[config.mk]
export PLATFORM = sky130hd
export DESIGN_NAME = instr_sequencer
export DESIGN_NICKNAME = d
export VERILOG_FILES = /design/src/rtl/instr_sequencer.sv
export SDC_FILE = /design/constraint.sdc
export NUM_CORES = 1
export LEC_CHECK = 0
export BUFFER_PORTS_ARGS = -buffer_cell sky130_fd_sc_hd__buf_2
export CAP_MARGIN = 30
export CELL_PAD_IN_SITES_DETAIL_PLACEMENT = 1
export CELL_PAD_IN_SITES_GLOBAL_PLACEMENT = 1
export CORE_MARGIN = 10
export CORE_UTILIZATION = 30
export CTS_BUF_LIST = sky130_fd_sc_hd__clkbuf_4 sky130_fd_sc_hd__clkbuf_8 sky130_fd_sc_hd__clkbuf_16
export DETAILED_ROUTE_END_ITERATION = 12
export PLACE_DENSITY_LB_ADDON = 0.1
export REMOVE_ABC_BUFFERS = 1
export SLEW_MARGIN = 20
export SYNTH_ARGS = -nofsm -noshare
export SYNTH_HDL_FRONTEND = slang
export SYNTH_SLANG_ARGS = --single-unit
[constraint.sdc]
create_clock -name clock -period 2.1 [get_ports clock]
set_clock_uncertainty 0.15 [all_clocks]
set_input_delay 0.63 -clock clock [delete_from_list [all_inputs] [get_ports clock]]
set_output_delay 0.63 -clock clock [all_outputs]
set_load 0.02 [all_outputs]
[src/rtl/instr_sequencer.sv]
// ---------------------------------------------------------------------------
// instr_sequencer
//
// Instruction-side sequencer. Owns the instruction pointer, fetches words from
// program memory over a req/valid handshake, splits the instruction register
// into command/operand fields, resolves the next IP from the control unit's
// branch decision, and runs the atomic test-and-clear (ATC) handshake with the
// flag register.
//
// Optional feature macro: SEQ_SINGLE_STEP_EN
//   When defined, an extra 'step' input gates IDLE->FETCH (run and step must
//   both be high), and the sequencer parks in IDLE after every instruction.
//
// Ports:
//   clock, reset      rising-edge clock, synchronous active-high reset
//   run               level enable for new fetches
//   step              (SEQ_SINGLE_STEP_EN only) single-step pulse
//   instr_req/addr    registered fetch request and address (= ip)
//   instr_valid/data  fetched word, accepted only while fetching
//   command_group     ir[INSTR_WIDTH-1 -: 3]
//   command           ir[INSTR_WIDTH-4 -: 3]
//   operand_a/b       ir[15:8] / ir[7:0]; operand_b is the jump target
//   exec_valid        high during the single EXECUTE cycle
//   branch_select     control unit wants a conditional jump
//   is_atc            control unit flags an ATC instruction
//   cond_true         ALU condition
//   atc_req/index     ATC request to the flag register, index = operand_a
//   atc_ack/was_set   flag tested and cleared, with its prior value
//   ip                current instruction pointer (debug)
// ---------------------------------------------------------------------------
module instr_sequencer #(
    parameter int                    INSTR_WIDTH  = 32,
    parameter int                    ADDR_WIDTH   = 8,
    parameter logic [ADDR_WIDTH-1:0] RESET_VECTOR = '0
) (
    input  logic                   clock,
    input  logic                   reset,
    input  logic                   run,
`ifdef SEQ_SINGLE_STEP_EN
    input  logic                   step,
`endif
    output logic                   instr_req,
    output logic [ADDR_WIDTH-1:0]  instr_addr,
    input  logic                   instr_valid,
    input  logic [INSTR_WIDTH-1:0] instr_data,
    output logic [2:0]             command_group,
    output logic [2:0]             command,
    output logic [7:0]             operand_a,
    output logic [7:0]             operand_b,
    output logic                   exec_valid,
    input  logic                   branch_select,
    input  logic                   is_atc,
    input  logic                   cond_true,
    output logic                   atc_req,
    output logic [7:0]             atc_index,
    input  logic                   atc_ack,
    input  logic                   atc_was_set,
    output logic [ADDR_WIDTH-1:0]  ip
);

    localparam logic [1:0] IDLE     = 2'd0;
    localparam logic [1:0] FETCH    = 2'd1;
    localparam logic [1:0] EXECUTE  = 2'd2;
    localparam logic [1:0] ATC_WAIT = 2'd3;

    logic [1:0]             r_state;
    logic [ADDR_WIDTH-1:0]  r_ip;
    logic [INSTR_WIDTH-1:0] r_ir;
    logic                   r_instrReq;
    logic                   r_execValid;
    logic                   r_atcReq;

    logic [1:0]             w_nextState;
    logic [ADDR_WIDTH-1:0]  w_nextIp;
    logic [ADDR_WIDTH-1:0]  w_target;
    logic [ADDR_WIDTH-1:0]  w_ipPlusOne;
    logic [1:0]             w_afterInstr;
    logic                   w_startFetch;
    logic                   w_unusedIrBits;

    // The jump target is operand_b resized to the address width; the cast
    // zero-extends for wide address spaces and truncates for narrow ones.
    assign w_target    = ADDR_WIDTH'(r_ir[7:0]);
    assign w_ipPlusOne = r_ip + ADDR_WIDTH'(1);

    // Single-step mode needs an explicit step pulse to leave IDLE and always
    // returns to IDLE, so each pulse yields exactly one instruction.
`ifdef SEQ_SINGLE_STEP_EN
    assign w_startFetch = run && step;
    assign w_afterInstr = IDLE;
`else
    assign w_startFetch = run;
    assign w_afterInstr = run ? FETCH : IDLE;
`endif

    // Next-state and next-IP selection. The IP only moves when an instruction
    // retires (end of EXECUTE, or ATC acknowledge), so it stays stable as the
    // fetch address throughout FETCH. An ATC takes priority over any branch
    // decision, and while waiting for the acknowledge the branch inputs are
    // deliberately not looked at.
    always_comb begin
        w_nextState = r_state;
        w_nextIp    = r_ip;
        case (r_state)
            IDLE: begin
                if (w_startFetch) begin
                    w_nextState = FETCH;
                end
            end
            FETCH: begin
                if (instr_valid) begin
                    w_nextState = EXECUTE;
                end
            end
            EXECUTE: begin
                if (is_atc) begin
                    w_nextState = ATC_WAIT;
                end else begin
                    w_nextState = w_afterInstr;
                    w_nextIp    = (branch_select && cond_true) ? w_target : w_ipPlusOne;
                end
            end
            ATC_WAIT: begin
                if (atc_ack) begin
                    w_nextState = w_afterInstr;
                    w_nextIp    = atc_was_set ? w_target : w_ipPlusOne;
                end
            end
            default: begin
                w_nextState = IDLE;
            end
        endcase
    end

    // State, IP and instruction register. The handshake outputs are
    // registered copies of "next state is X", so they rise on entry to the
    // state and fall the cycle after leaving it, glitch-free. Reset wins over
    // everything, abandoning any outstanding fetch or ATC request.
    always_ff @(posedge clock) begin
        if (reset) begin
            r_state     <= IDLE;
            r_ip        <= RESET_VECTOR;
            r_ir        <= '0;
            r_instrReq  <= 1'b0;
            r_execValid <= 1'b0;
            r_atcReq    <= 1'b0;
        end else begin
            r_state     <= w_nextState;
            r_ip        <= w_nextIp;
            if (r_state == FETCH && instr_valid) begin
                r_ir <= instr_data;
            end
            r_instrReq  <= (w_nextState == FETCH);
            r_execValid <= (w_nextState == EXECUTE);
            r_atcReq    <= (w_nextState == ATC_WAIT);
        end
    end

    // The middle bits of the word belong to no field; they are kept in the
    // register only so that ir mirrors the fetched word exactly.
    assign w_unusedIrBits = ^r_ir[INSTR_WIDTH-7:16];

    assign instr_req     = r_instrReq;
    assign instr_addr    = r_ip;
    assign ip            = r_ip;
    assign exec_valid    = r_execValid;
    assign atc_req       = r_atcReq;
    assign command_group = r_ir[INSTR_WIDTH-1 -: 3];
    assign command       = r_ir[INSTR_WIDTH-4 -: 3];
    assign operand_a     = r_ir[15:8];
    assign operand_b     = r_ir[7:0];
    assign atc_index     = r_ir[15:8];

endmodule
# Word-level counts from Yosys, hierarchy flattened
# Cells that the tools add are included.
dict set report totals {
  reg_bits 45
  input_bits 41
  output_inout_bits 49
  word_cells 31
}
dict set report classes {
  n_addsub 1
  n_eq_ne 8
  mux 11
  n_reduce_logical 5
}
# cell count
set ops {}
lappend ops {{two-way mux 8 bit} 4}
lappend ops {{case mux 8 bit (2 select lines)} 1}
lappend ops {{adder 8 x 1 -> 8 bit (second input constant)} 1}
lappend ops {{== test 2 bit (second input constant)} 4}
lappend ops {{two-way mux 2 bit} 4}
lappend ops {{case mux 2 bit (4 select lines)} 1}
lappend ops {{== test 2 x 1 -> 1 bit (second input constant)} 2}
lappend ops {{inequality test 2 bit (second input constant)} 2}
lappend ops {{AND reduction 3 bit} 1}
lappend ops {{logical AND 1 bit} 2}
lappend ops {{logical NOT 2 bit} 1}
lappend ops {{nonzero test 2 bit} 1}
lappend ops {{two-way mux 1 bit} 1}

# Logic depth before layout (Yosys ltp)
# Gate-level depths: netlist of run 1.
dict set report depth {
  ltp_word 4
  depth_mapped 6
  mapped_depth_nobuf 5
}

# Least setup slack after synthesis of run 1
# OpenSTA, ideal clock, no wires.
dict set report synth_path {
  path_kind {input port to flip-flop}
  startpoint {in atc_was_set}
  endpoint {reg r_ip[2] (netlist: instr_addr[2])}
  setup_time_ps 117
  arrival_time_ps 1576
  required_ps 1833
  setup_slack_ps 257
  cell_stages 4
  n_path_buf 0
  cell_sequence {and3_4 a31oi_4 mux2_2 a32o_1}
}
dict set report synth_via {
  elab_chain_len 3
}
# item line_no
set synth_rtl {}
lappend synth_rtl {{start, declared} 57} ;# input logic atc_was_set,
lappend synth_rtl {{two-way mux 8 bit} 126} ;# w_nextIp = atc_was_set ? w_target : w_ipPlusOne;
lappend synth_rtl {{two-way mux 8 bit} 124} ;# if (atc_ack) begin
lappend synth_rtl {{case mux 8 bit (2 select lines)} 104} ;# case (r_state)
lappend synth_rtl {{end signal, assigned} 149} ;# r_ip <= w_nextIp;
lappend synth_rtl {{end, declared} 67} ;# logic [ADDR_WIDTH-1:0] r_ip;
# Every way passes these cells. The select of a mux whose other input is x is not followed.
# A chain may end at the register's enable or synchronous reset.

# Final worst setup path of run 1
dict set report layout_path {
  startpoint {reg r_state[0]}
  endpoint {reg r_ip[5] (netlist: instr_addr[5])}
}
dict set report layout_via {
  elab_chain_len 3
  word_cells_on_any_way 7
  cone_classes {eq/ne (4); mux (1); reduce/logical (2)}
}
# item line_no
set layout_rtl {}
lappend layout_rtl {{start, declared} 66} ;# logic [1:0] r_state;
lappend layout_rtl {{start signal, assigned} 148} ;# r_state <= w_nextState;
lappend layout_rtl {{== test 2 bit} 104}
lappend layout_rtl {{inequality test 2 bit (no line) / nonzero test 2 bit (equally long branches)} -}
lappend layout_rtl {{AND reduction 3 bit (no line)} -}
# Parallel ways exist; a longest one is shown, timed or not.

==> impl_metrics.prom, run 1 <==
# TYPE chip_impl_metric gauge
chip_impl_metric{name="met1_length",unit="mm"} 2.14
chip_impl_metric{name="critical_path_required",unit="ns"} 2.13
chip_impl_metric{name="timing.critical_path.arrival",unit="ns"} 1.82
chip_impl_metric{name="synth_warnings",unit=""} 0
chip_impl_metric{name="grt_usage",unit="%"} 11.4
chip_impl_metric{name="initial_utilization",unit="%"} 31.3
chip_impl_metric{name="core_area",unit="µm²"} 5140
chip_impl_metric{name="final.setup.tns",unit="ns"} 0
chip_impl_info{name="ys_top_cells_by_count",value="sky130_fd_sc_hd__nand2_1 (51), sky130_fd_sc_hd__dfxtp_1 (35), sky130_fd_sc_hd__a21oi_1 (26)"} 1
chip_impl_metric{name="top_level_ports",unit=""} 90
chip_impl_metric{name="synth_edf_count",unit=""} 0
chip_impl_metric{name="cap_violations",unit=""} 0
chip_impl_metric{name="post_drt_via_cell_ratio",unit=""} 4.64
chip_impl_metric{name="setup.reg_to_reg.worst_slack",unit="ns"} 0.31
chip_impl_metric{name="post-place-ws",unit="ns"} 0.112
chip_impl_metric{name="post_route_cells_drive_above_1_share",unit="%"} 38.8
chip_impl_metric{name="clock_pin_slew_of_the_registers_on_the_worst_case_setup_and_hold_paths",unit="ns"} 0.07
chip_impl_metric{name="post-route-min-period",unit="ns"} 1.79
chip_impl_metric{name="overflow",unit=""} 0
chip_impl_metric{name="max_freq",unit="MHz"} 557
chip_impl_metric{name="detailedPlacementHpwl",unit="mm"} 3.85
chip_impl_metric{name="nNetsFinal",unit=""} 304
chip_impl_metric{name="whs_path_depth",unit=""} 2
chip_impl_metric{name="number_of_levels_the_h_tree_was_split_into",unit=""} 2
chip_impl_metric{name="ant_nets",unit=""} 0
chip_impl_metric{name="grt_max_degree",unit=""} 24
chip_impl_metric{name="synth_top_cell_area_share",unit="%"} 43.5
chip_impl_metric{name="clk-insertion-delay-late",unit="ns"} 0.28
chip_impl_metric{name="cts-resized-gates",unit=""} 0
chip_impl_metric{name="drt_first_iter_violations",unit=""} 24
chip_impl_metric{name="syn-cell-area",unit="µm²"} 1610
chip_impl_metric{name="dr_wl_met2",unit="mm"} 2.26
chip_impl_metric{name="firstDrtPassIters",unit=""} 3
chip_impl_metric{name="antenna_cells",unit=""} 0
chip_impl_metric{name="clockBufferDepth",unit=""} 2
chip_impl_metric{name="post_synth_num_cell_types",unit=""} 35
chip_impl_metric{name="post-route-worst-setup-slack",unit="ns"} 0.306
chip_impl_info{name="crit-reg2reg-capture",value="instr_addr[5]$_SDFFE_PP0P_"} 1
chip_impl_metric{name="total_cts_buffers",unit=""} 5
chip_impl_info{name="netlist_top_cells_area",value="sky130_fd_sc_hd__dfxtp_1 (44%), sky130_fd_sc_hd__nand2_1 (12%), sky130_fd_sc_hd__a21oi_1 (8.1%)"} 1
chip_impl_metric{name="flow.area_growth_from_synthesis",unit="%"} 27.1
chip_impl_metric{name="cts.hold.buffers_added",unit=""} 0
chip_impl_info{name="synth_largest_area_cell",value="sky130_fd_sc_hd__dfxtp_1"} 1
chip_impl_metric{name="wl",unit="mm"} 4.99
chip_impl_info{name="worst_setup_path_category",value="reg2reg"} 1
chip_impl_metric{name="post-route-drc-count",unit=""} 0
chip_impl_metric{name="die_area",unit="µm²"} 8690
chip_impl_metric{name="proportion_of_register_bits_with_asynchronous_set_or_reset_after_synthesis",unit="%"} 0
chip_impl_metric{name="synthesis.area_per_instance",unit="µm²"} 8.17
chip_impl_metric{name="grt_antenna_before_repair",unit=""} 0
chip_impl_info{name="post-synth-top-count-cell",value="sky130_fd_sc_hd__nand2_1"} 1
chip_impl_metric{name="timing.max_slew.rel_slack",unit="%"} 69.5
chip_impl_metric{name="die_height",unit="µm"} 93.2
chip_impl_info{name="ctsRootBufferMaster",value="sky130_fd_sc_hd__clkbuf_8"} 1
chip_impl_info{name="outcome",value="completed"} 1
chip_impl_metric{name="number_of_vias_in_the_routed_layout",unit=""} 1545
chip_impl_metric{name="number_of_global_route_vias_before_repair",unit=""} 1642
chip_impl_metric{name="wl_per_cell",unit="µm"} 15.0
chip_impl_metric{name="cts.sinks",unit=""} 35
chip_impl_metric{name="grt_pass1_wl",unit="mm"} 8.06
chip_impl_metric{name="die_width",unit="µm"} 93.2
chip_impl_metric{name="leakage",unit="µW"} 0.000938
chip_impl_metric{name="power_density",unit="nW/µm²"} 698
chip_impl_metric{name="gp_congestion",unit=""} 0.745
chip_impl_info{name="holdPathEnd",value="r_ir[27]$_SDFFE_PP0P_"} 1
chip_impl_info{name="launch_point_of_the_worst_hold_path",value="r_ir[27]$_SDFFE_PP0P_"} 1
chip_impl_metric{name="synth_seq_area_share",unit="%"} 43.5
chip_impl_metric{name="ff2ff_path_depth",unit=""} 4
chip_impl_metric{name="min_period_over_period",unit="%"} 85.4
chip_impl_metric{name="dpl.cell_count",unit=""} 325
chip_impl_info{name="critPathLaunchType",value="flop"} 1
chip_impl_info{name="highest_layer",value="met4"} 1
chip_impl_info{name="worst_setup_path_end_kind",value="flop"} 1
chip_impl_metric{name="report.final.hold_viol_count",unit=""} 0
chip_impl_metric{name="report.power.total",unit="µW"} 1430
chip_impl_metric{name="worstMarginPinSlew",unit="ns"} 0.458
chip_impl_metric{name="post-cts-setup-buffers",unit=""} 0
chip_impl_metric{name="slew_viol_final",unit=""} 0
chip_impl_metric{name="setup_violating_endpoint_count_in_the_final_report",unit=""} 0
chip_impl_info{name="rsz_0062_raised_after_global_routing",value="no"} 1
chip_impl_info{name="min-delay-path-class",value="reg2reg"} 1
chip_impl_metric{name="synthesized_instance_count",unit=""} 197
chip_impl_metric{name="final_cell_count_no_fill",unit=""} 333
chip_impl_metric{name="num_rows",unit=""} 26
chip_impl_metric{name="vdd_drop_max",unit="mV"} 0.321
chip_impl_metric{name="port_buffers",unit=""} 79
chip_impl_metric{name="fill_cells",unit=""} 684
chip_impl_info{name="worstReg2RegStart",value="r_state[0]$_SDFF_PP0_"} 1
chip_impl_info{name="clock_tree_from_tritoncts",value="yes"} 1
chip_impl_metric{name="worst-path-max-fanout",unit=""} 13
chip_impl_metric{name="synth-seq-cells",unit=""} 35
chip_impl_info{name="yosys_most_used_dff",value="sky130_fd_sc_hd__dfxtp_1"} 1
chip_impl_metric{name="met3WireLength",unit="µm"} 541
==> worst max path at each step <==
stage | from | end | slack [ns] | cells past startpoint
global route | r_state[1]$_SDFF_PP0_ | instr_addr[7]$_SDFFE_PP0P_ | 0.18 | 4
floorplan | instr_valid | r_ir[0]$_SDFFE_PP0P_ | 0.25 | 4
CTS | r_state[1]$_SDFF_PP0_ | instr_addr[7]$_SDFFE_PP0P_ | 0.30 | 4
detailed placement | is_atc | instr_addr[5]$_SDFFE_PP0P_ | 0.11 | 5
global placement | is_atc | instr_addr[7]$_SDFFE_PP0P_ | 0.11 | 5
finish | r_state[0]$_SDFF_PP0_ | instr_addr[5]$_SDFFE_PP0P_ | 0.31 | 4
==> metrics by stage <==
stage,hold slack [ns],area (µm²),util [%]
final,0.306,2040,39.8
after global routing,0.328,2040,39.8
after CTS,0.311,2040,39.8
after detailed placement,0.300,1960,38.0
after global placement,0.290,1960,38.0
after floorplan,0.378,1440,-
==> flip-flops by register name (all words and copies together) (netlist names) <==
signal / cells
exec_valid: 1
atc_req: 1
r_state: 2
r_ir: 22
instr_req: 1
instr_addr: 8
==> kinds of logic (layout without fill, tap and decap cells) <==
group           after synthesis  count (layout)  synth area share [%]
simple gates                 78              78                  21.2
buf+inv                      31              97                  12.0
mux                           5               5                  3.34
flops                        35              35                  43.5
fa+ha+maj                     1               1                 0.777
compound gates               47              47                  19.1
==> where the power goes <==
group	switching (µW)	total [µW]	internal [µW]	leakage (µW)
clock network	237	496	259	0.0000491
logic	133	216	83.6	0.000605
registers	23.0	715	692	0.000284
total	393	1430	1030	0.000938
==> worst max-delay path: stages (launching register included) <==
cell                      delay (ns)
sky130_fd_sc_hd__dfxtp_1        0.46
sky130_fd_sc_hd__and2_2         0.20
sky130_fd_sc_hd__o21a_1         0.41
sky130_fd_sc_hd__o21ai_0        0.17
sky130_fd_sc_hd__a32o_1         0.28
==> cells in the final DEF (no fill, tap or decap), drive strengths merged, types with 2 or more instances in the layout <==
| cell | count |
|---|---|
| a211oi | 2 |
| nor2 | 8 |
| inv | 5 |
| a31oi | 3 |
| a221oi | 2 |
| nor3 | 4 |
| a21oi | 26 |
| mux2 | 3 |
| and2 | 2 |
| or2 | 3 |
| nand3 | 4 |
| clkbuf | 7 |
| buf | 84 |
| dfxtp | 35 |
| mux2i | 2 |
| nand2 | 51 |
| o21a | 3 |
| a32o | 2 |
| o21ai | 5 |
==> per-layer routing <==
metal	vias up	GRT usage [%]
met5	-	0
met4	0	4.24
met3	6	6.08
met2	53	17.5
met1	703	13.1
li1	783	-
==> area by class of cell <==
cell class	instances	area, µm²	share of cell area [%]
Clock buffer	7	83.8	4.10
Clock inverter	1	5.00	0.245
Multi-Input combinational cell	131	716	35.0
Tap cell	70	87.6	4.28
Inverter	5	18.8	0.918
Timing Repair Buffer	84	433	21.2
Sequential cell	35	701	34.3
Power figures use the tool's default switching activity.
==> run 2, diff against run 1 <==
Settings changed: ABC_AREA from default to 1, CORE_UTILIZATION 30 to 29, PLACE_DENSITY from default to 0.86, PLACE_DENSITY_LB_ADDON 0.1 to default.
==> impl_metrics.prom, run 2 <==
# TYPE chip_impl_metric gauge
chip_impl_metric{name="post_synth_num_cell_types",unit=""} 23
chip_impl_metric{name="drt_first_iter_violations",unit=""} 41
chip_impl_metric{name="firstDrtPassIters",unit=""} 4
chip_impl_metric{name="initial_utilization",unit="%"} 30.0
chip_impl_metric{name="ant_nets",unit=""} 0
chip_impl_metric{name="die_width",unit="µm"} 95.5
chip_impl_metric{name="top_level_ports",unit=""} 90
chip_impl_metric{name="cts.sinks",unit=""} 35
chip_impl_info{name="worst_setup_path_category",value="reg2reg"} 1
chip_impl_metric{name="grt_pass1_wl",unit="mm"} 8.11
chip_impl_metric{name="cap_violations",unit=""} 0
chip_impl_metric{name="hold_slack",unit="ns"} 0.315
chip_impl_metric{name="nNetsFinal",unit=""} 339
chip_impl_metric{name="post-route-drc-count",unit=""} 0
chip_impl_metric{name="synthesis.area_per_instance",unit="µm²"} 7.09
chip_impl_metric{name="synth_edf_count",unit=""} 0
chip_impl_metric{name="leakage",unit="µW"} 0.00111
chip_impl_metric{name="synthesized_instance_count",unit=""} 233
chip_impl_metric{name="dr_wl_met2",unit="mm"} 2.45
chip_impl_metric{name="overflow",unit=""} 0
chip_impl_metric{name="grt_usage",unit="%"} 11.1
chip_impl_metric{name="cts-resized-gates",unit=""} 0
chip_impl_metric{name="power_density",unit="nW/µm²"} 758
chip_impl_info{name="clock_tree_from_tritoncts",value="yes"} 1
chip_impl_metric{name="fin_util",unit="%"} 37.9
chip_impl_info{name="netlist_top_cells_area",value="sky130_fd_sc_hd__dfxtp_1 (42%), sky130_fd_sc_hd__nor2_1 (11%), sky130_fd_sc_hd__o21ai_0 (9.1%)"} 1
chip_impl_metric{name="post-route-min-period",unit="ns"} 1.76
chip_impl_info{name="post-synth-top-count-cell",value="sky130_fd_sc_hd__nor2_1"} 1
chip_impl_metric{name="number_of_vias_in_the_routed_layout",unit=""} 1677
chip_impl_metric{name="synth_top_cell_area_share",unit="%"} 42.4
chip_impl_metric{name="timing.max_slew.rel_slack",unit="%"} 67.3
chip_impl_metric{name="critical_path_required",unit="ns"} 2.10
chip_impl_info{name="min-delay-path-class",value="reg2reg"} 1
chip_impl_metric{name="post_drt_via_cell_ratio",unit=""} 4.53
chip_impl_metric{name="finalInstanceArea",unit="µm²"} 2090
chip_impl_info{name="yosys_most_used_dff",value="sky130_fd_sc_hd__dfxtp_1"} 1
chip_impl_metric{name="die_height",unit="µm"} 95.5
chip_impl_metric{name="num_rows",unit=""} 27
chip_impl_metric{name="clock_pin_slew_of_the_registers_on_the_worst_case_setup_and_hold_paths",unit="ns"} 0.08
chip_impl_metric{name="largest_register_ff_count",unit=""} 22
chip_impl_metric{name="wl_per_cell",unit="µm"} 13.6
chip_impl_metric{name="min_period_over_period",unit="%"} 84.0
chip_impl_metric{name="worst-path-max-fanout",unit=""} 29
chip_impl_metric{name="synth_seq_area_share",unit="%"} 42.4
chip_impl_metric{name="core_area",unit="µm²"} 5510
chip_impl_info{name="highest_layer",value="met4"} 1
chip_impl_metric{name="worstMarginPinSlew",unit="ns"} 0.489
chip_impl_metric{name="grt_max_degree",unit=""} 30
chip_impl_metric{name="vdd_drop_max",unit="mV"} 0.304
chip_impl_metric{name="antenna_cells",unit=""} 0
chip_impl_metric{name="met1_length",unit="mm"} 1.98
chip_impl_metric{name="number_of_global_route_vias_before_repair",unit=""} 1822
chip_impl_metric{name="synth_warnings",unit=""} 0
chip_impl_info{name="ctsRootBufferMaster",value="sky130_fd_sc_hd__clkbuf_8"} 1
chip_impl_metric{name="flow.area_growth_from_synthesis",unit="%"} 26.5
chip_impl_metric{name="setup_violating_endpoint_count_in_the_final_report",unit=""} 0
chip_impl_metric{name="synth-seq-cells",unit=""} 35
chip_impl_metric{name="wl",unit="mm"} 5.02
chip_impl_metric{name="die_area",unit="µm²"} 9110
chip_impl_metric{name="grt_antenna_before_repair",unit=""} 0
chip_impl_info{name="ys_top_cells_by_count",value="sky130_fd_sc_hd__nor2_1 (48), sky130_fd_sc_hd__dfxtp_1 (35), sky130_fd_sc_hd__nand2_1 (31)"} 1
chip_impl_metric{name="cts.hold.buffers_added",unit=""} 0
chip_impl_info{name="outcome",value="completed"} 1
chip_impl_metric{name="dpl-instance-area",unit="µm²"} 1990
chip_impl_metric{name="clockBufferDepth",unit=""} 2
chip_impl_metric{name="number_of_levels_the_h_tree_was_split_into",unit=""} 2
chip_impl_info{name="critPathLaunchType",value="flop"} 1
chip_impl_metric{name="report.final.hold_viol_count",unit=""} 0
chip_impl_metric{name="final.setup.tns",unit="ns"} 0
chip_impl_metric{name="met3WireLength",unit="µm"} 559
chip_impl_metric{name="proportion_of_register_bits_with_asynchronous_set_or_reset_after_synthesis",unit="%"} 0
chip_impl_metric{name="post-cts-setup-buffers",unit=""} 0
chip_impl_info{name="rsz_0062_raised_after_global_routing",value="no"} 1
chip_impl_info{name="final_cell_mix",value="sky130_fd_sc_hd__buf_2 (79), sky130_fd_sc_hd__nor2_1 (48), sky130_fd_sc_hd__dfxtp_1 (35)"} 1
chip_impl_info{name="worst_setup_path_end_kind",value="flop"} 1
chip_impl_metric{name="detailedPlacementHpwl",unit="mm"} 3.89
chip_impl_metric{name="total_cts_buffers",unit=""} 5
chip_impl_metric{name="slew_viol_final",unit=""} 0
chip_impl_metric{name="max_freq",unit="MHz"} 567
chip_impl_metric{name="setup.reg_to_reg.worst_slack",unit="ns"} 0.34
chip_impl_info{name="regMostFlops",value="r_ir"} 1
chip_impl_metric{name="timing.critical_path.arrival",unit="ns"} 1.77
chip_impl_metric{name="post_route_cells_drive_above_1_share",unit="%"} 33.2
chip_impl_metric{name="syn-cell-area",unit="µm²"} 1650
chip_impl_info{name="layout_commonest_cell",value="sky130_fd_sc_hd__buf_2"} 1
chip_impl_metric{name="clk-insertion-delay-late",unit="ns"} 0.28
chip_impl_info{name="synth_largest_area_cell",value="sky130_fd_sc_hd__dfxtp_1"} 1
chip_impl_metric{name="gp_congestion",unit=""} 0.765
chip_impl_metric{name="port_buffers",unit=""} 79
-- run 2: worst paths after layout --
kind                                             end             startpoint  cells after the start
worst max-delay path            r_ir[6]$_SDFFE_PP0P_  r_state[0]$_SDFF_PP0_                      5
worst max register to register  r_ir[6]$_SDFFE_PP0P_  r_state[0]$_SDFF_PP0_                      5
worst min register to register  r_ir[2]$_SDFFE_PP0P_   r_ir[2]$_SDFFE_PP0P_                      2
worst min-delay path            r_ir[2]$_SDFFE_PP0P_   r_ir[2]$_SDFFE_PP0P_                      2
-- run 2: layer usage --
layer	track usage (%)	vias up
li1	-	850
met1	11.0	769
met2	19.8	53
met3	6.13	5
met4	2.95	0
met5	0	-
-- run 2: cells by family after synthesis --
group           share of synthesized area (%)
simple gates                             21.7
fa+ha+maj                               0.757
compound gates                           18.6
flops                                    42.4
xor+xnor                                0.530
buf+inv                                  16.0
-- run 2: critical path: stages, from the launching register on --
cell and delay (ns):
sky130_fd_sc_hd__dfxtp_1 0.45, sky130_fd_sc_hd__nand2_2 0.11, sky130_fd_sc_hd__nor2_4 0.32, sky130_fd_sc_hd__inv_2 0.30, sky130_fd_sc_hd__o21ai_0 0.23, sky130_fd_sc_hd__a21oi_1 0.06
-- run 2: cell type report --
type,count,area [µm²]
fillers,739,3420
flip-flops and latches,35,701
multi-input cells,149,687
repair buffers,82,418
clock buffers,8,104
inverters,24,90.1
well taps,72,90.1
-- run 2: power by group --
group / internal, µW / switching, µW / total [µW]
Combinational: 97.2 / 189 / 286
Sequential: 707 / 30.5 / 738
Clock: 313 / 248 / 560
Total: 1120 / 467 / 1580
-- run 2: per-stage QoR --
step	cells	setup slack [ns]	total power (µW)
6_report	370	0.337	1580
2_1_floorplan	208	0.502	917
4_1_cts	370	0.294	1620
3_3_place_gp	362	0.0694	1040
5_1_grt	370	0.152	1680
3_5_place_dp	362	0.0519	1050
==> run 3, diff against run 2 <==
Settings changed: ABC_AREA 1 to 0, CORE_UTILIZATION 29 to 27, PLACE_DENSITY 0.86 to 0.83.
Clock period 2.1 ns to 1.4 ns, I/O delays scaled along.
==> impl_metrics.prom, run 3 (synthesis results as in run 1) <==
# TYPE chip_impl_metric gauge
chip_impl_metric{name="antenna_cells",unit=""} 0
chip_impl_metric{name="power_density",unit="nW/µm²"} 904
chip_impl_metric{name="critical_path_required",unit="ns"} 1.42
chip_impl_metric{name="clk-insertion-delay-late",unit="ns"} 0.28
chip_impl_info{name="worst_setup_path_end_kind",value="flop"} 1
chip_impl_metric{name="top_level_ports",unit=""} 90
chip_impl_info{name="outcome",value="finished with violations"} 1
chip_impl_info{name="clock_tree_from_tritoncts",value="yes"} 1
chip_impl_metric{name="slowest_delay",unit="ns"} 0.34
chip_impl_metric{name="netsw",unit="µW"} 631
chip_impl_metric{name="p_int",unit="µW"} 1630
chip_impl_info{name="min-delay-path-class",value="in2reg"} 1
chip_impl_info{name="final_cell_mix",value="sky130_fd_sc_hd__nand2_1 (49), sky130_fd_sc_hd__buf_2 (49), sky130_fd_sc_hd__buf_4 (39)"} 1
chip_impl_metric{name="ant_nets",unit=""} 0
chip_impl_metric{name="clock_pin_slew_of_the_registers_on_the_worst_case_setup_and_hold_paths",unit="ns"} 0.07
chip_impl_metric{name="max_freq",unit="MHz"} 631
chip_impl_metric{name="cap_violations",unit=""} 0
chip_impl_metric{name="wl_per_cell",unit="µm"} 15.8
chip_impl_metric{name="post-place-ws",unit="ns"} -0.396
chip_impl_metric{name="power.share.switching",unit="%"} 27.8
chip_impl_metric{name="number_of_levels_the_h_tree_was_split_into",unit=""} 2
chip_impl_metric{name="power_frac_comb",unit="%"} 20.2
chip_impl_metric{name="core_area",unit="µm²"} 5850
chip_impl_metric{name="number_of_global_route_vias_before_repair",unit=""} 1937
chip_impl_metric{name="power.share.sequential",unit="%"} 47.0
chip_impl_metric{name="setup_violating_endpoint_count_in_the_final_report",unit=""} 19
chip_impl_metric{name="wl",unit="mm"} 5.73
chip_impl_info{name="worst_setup_path_category",value="reg2reg"} 1
chip_impl_metric{name="number_of_vias_in_the_routed_layout",unit=""} 1668
chip_impl_info{name="cp_slowest_cell",value="sky130_fd_sc_hd__dfxtp_2"} 1
chip_impl_metric{name="final.setup.tns",unit="ns"} -1.51
chip_impl_metric{name="initial_utilization",unit="%"} 27.5
chip_impl_metric{name="grt_pass1_wl",unit="mm"} 9.47
chip_impl_metric{name="post_drt_via_cell_ratio",unit=""} 4.61
chip_impl_metric{name="post-route-min-period",unit="ns"} 1.58
chip_impl_metric{name="clockPowerShare",unit="%"} 32.8
chip_impl_info{name="regMostFlops",value="r_ir"} 1
chip_impl_metric{name="die_width",unit="µm"} 97.2
chip_impl_metric{name="gp_congestion",unit=""} 0.803
chip_impl_metric{name="die_area",unit="µm²"} 9450
chip_impl_metric{name="nNetsFinal",unit=""} 328
chip_impl_metric{name="post-route-worst-setup-slack",unit="ns"} -0.184
chip_impl_metric{name="grt_usage",unit="%"} 11.9
chip_impl_metric{name="firstDrtPassIters",unit=""} 4
chip_impl_metric{name="grt_max_degree",unit=""} 23
chip_impl_metric{name="fill_cells",unit=""} 714
chip_impl_metric{name="hold_slack",unit="ns"} 0.212
chip_impl_metric{name="leakage",unit="µW"} 0.00111
chip_impl_metric{name="total_cts_buffers",unit=""} 5
chip_impl_metric{name="timing.max_slew.rel_slack",unit="%"} 73.7
chip_impl_metric{name="min_period_over_period",unit="%"} 113
chip_impl_info{name="critPathLaunchType",value="flop"} 1
chip_impl_metric{name="detailedPlacementHpwl",unit="mm"} 4.31
chip_impl_metric{name="post_route_cells_drive_above_1_share",unit="%"} 55.4
chip_impl_metric{name="fin_util",unit="%"} 42.8
chip_impl_metric{name="report.power.total",unit="µW"} 2270
chip_impl_metric{name="post-route-drc-count",unit=""} 0
chip_impl_metric{name="overflow",unit=""} 0
chip_impl_metric{name="report.final.hold_viol_count",unit=""} 0
chip_impl_metric{name="slew_viol_final",unit=""} 0
chip_impl_metric{name="worstMarginPinSlew",unit="ns"} 0.394
chip_impl_metric{name="num_rows",unit=""} 28
chip_impl_metric{name="grt_antenna_before_repair",unit=""} 0
chip_impl_metric{name="timing.critical_path.arrival",unit="ns"} 1.60
chip_impl_metric{name="cts.sinks",unit=""} 35
chip_impl_metric{name="clockBufferDepth",unit=""} 2
chip_impl_metric{name="largest_register_ff_count",unit=""} 22
chip_impl_metric{name="flow.area_growth_from_synthesis",unit="%"} 55.7
chip_impl_info{name="violations",value="negative setup slack"} 1
chip_impl_metric{name="worst-path-max-fanout",unit=""} 6
chip_impl_metric{name="die_height",unit="µm"} 97.2
chip_impl_metric{name="drt_first_iter_violations",unit=""} 46
chip_impl_metric{name="port_buffers",unit=""} 79
chip_impl_info{name="rsz_0062_raised_after_global_routing",value="yes"} 1
chip_impl_info{name="ctsRootBufferMaster",value="sky130_fd_sc_hd__clkbuf_8"} 1
chip_impl_info{name="crit_chain",value="and3_4, a31oi_4, mux2_4, a32o_1"} 1
chip_impl_metric{name="vdd_drop_max",unit="mV"} 0.529
==> run 3: area by class of cell <==
| type | instances | area (µm²) | area share, % |
|---|---|---|---|
| repair buffers | 108 | 772 | 30.8 |
| multi-input cells | 131 | 797 | 31.8 |
| flip-flops and latches | 35 | 734 | 29.3 |
| well taps | 75 | 93.8 | 3.75 |
| clock inverters | 1 | 5.00 | 0.200 |
| inverters | 5 | 18.8 | 0.749 |
| clock buffers | 7 | 83.8 | 3.35 |
==> run 3: metrics by stage <==
stage | std cells | cell area, µm²
floorplan | 171 | 1440
global placement | 346 | 2100
detailed placement | 346 | 2100
CTS | 359 | 2370
global route | 362 | 2500
finish | 362 | 2500
==> run 3: power groups by stage <==
stage | Clock, µW | Sequential [µW] | Combinational (µW)
finish | 742 | 1060 | 458
global route | 809 | 1070 | 500
CTS | 771 | 1060 | 438
detailed placement | 0 | 1090 | 391
global placement | 0 | 1090 | 380
floorplan | 0 | 1150 | 112
==> run 3: per-layer routing <==
metal  vias up  part of all wire, %  global-route usage (%)
li1        827                    -                       -
met1       784                   43                    13.0
met2        50                   49                    21.6
met3         7                  6.6                    3.70
met4         0                 0.72                    2.84
met5         -                    0                       0
==> run 3: final timing paths <==
check / startpoint / to / slack, ns / cells past startpoint
max reg2reg: r_state[1]$_SDFF_PP0_ / instr_addr[2]$_SDFFE_PP0P_ / -0.18 / 4
min: instr_data[0] / r_ir[0]$_SDFFE_PP0P_ / 0.21 / 3
min reg2reg: r_ir[27]$_SDFFE_PP0P_ / r_ir[27]$_SDFFE_PP0P_ / 0.31 / 2
max: r_state[1]$_SDFF_PP0_ / instr_addr[2]$_SDFFE_PP0P_ / -0.18 / 4
==> run 3: critical path, delay by kind of cell, from the launching register on <==
kind / cells / cell delay [ns]
AOI/OAI and AO/OA: 2 / 0.47
DFF: 1 / 0.34
muxes: 1 / 0.33
and+or+nand+nor: 1 / 0.18
==> run 3: repair_timing <==
action / CTS / global route
setup buffers: 4 / 3
gates cloned: 1 / 0
hold buffers: 0 / 0
endpoints found under the setup margin: 54 / 63
resized for setup: 54 / 43
pin swaps: 5 / 3
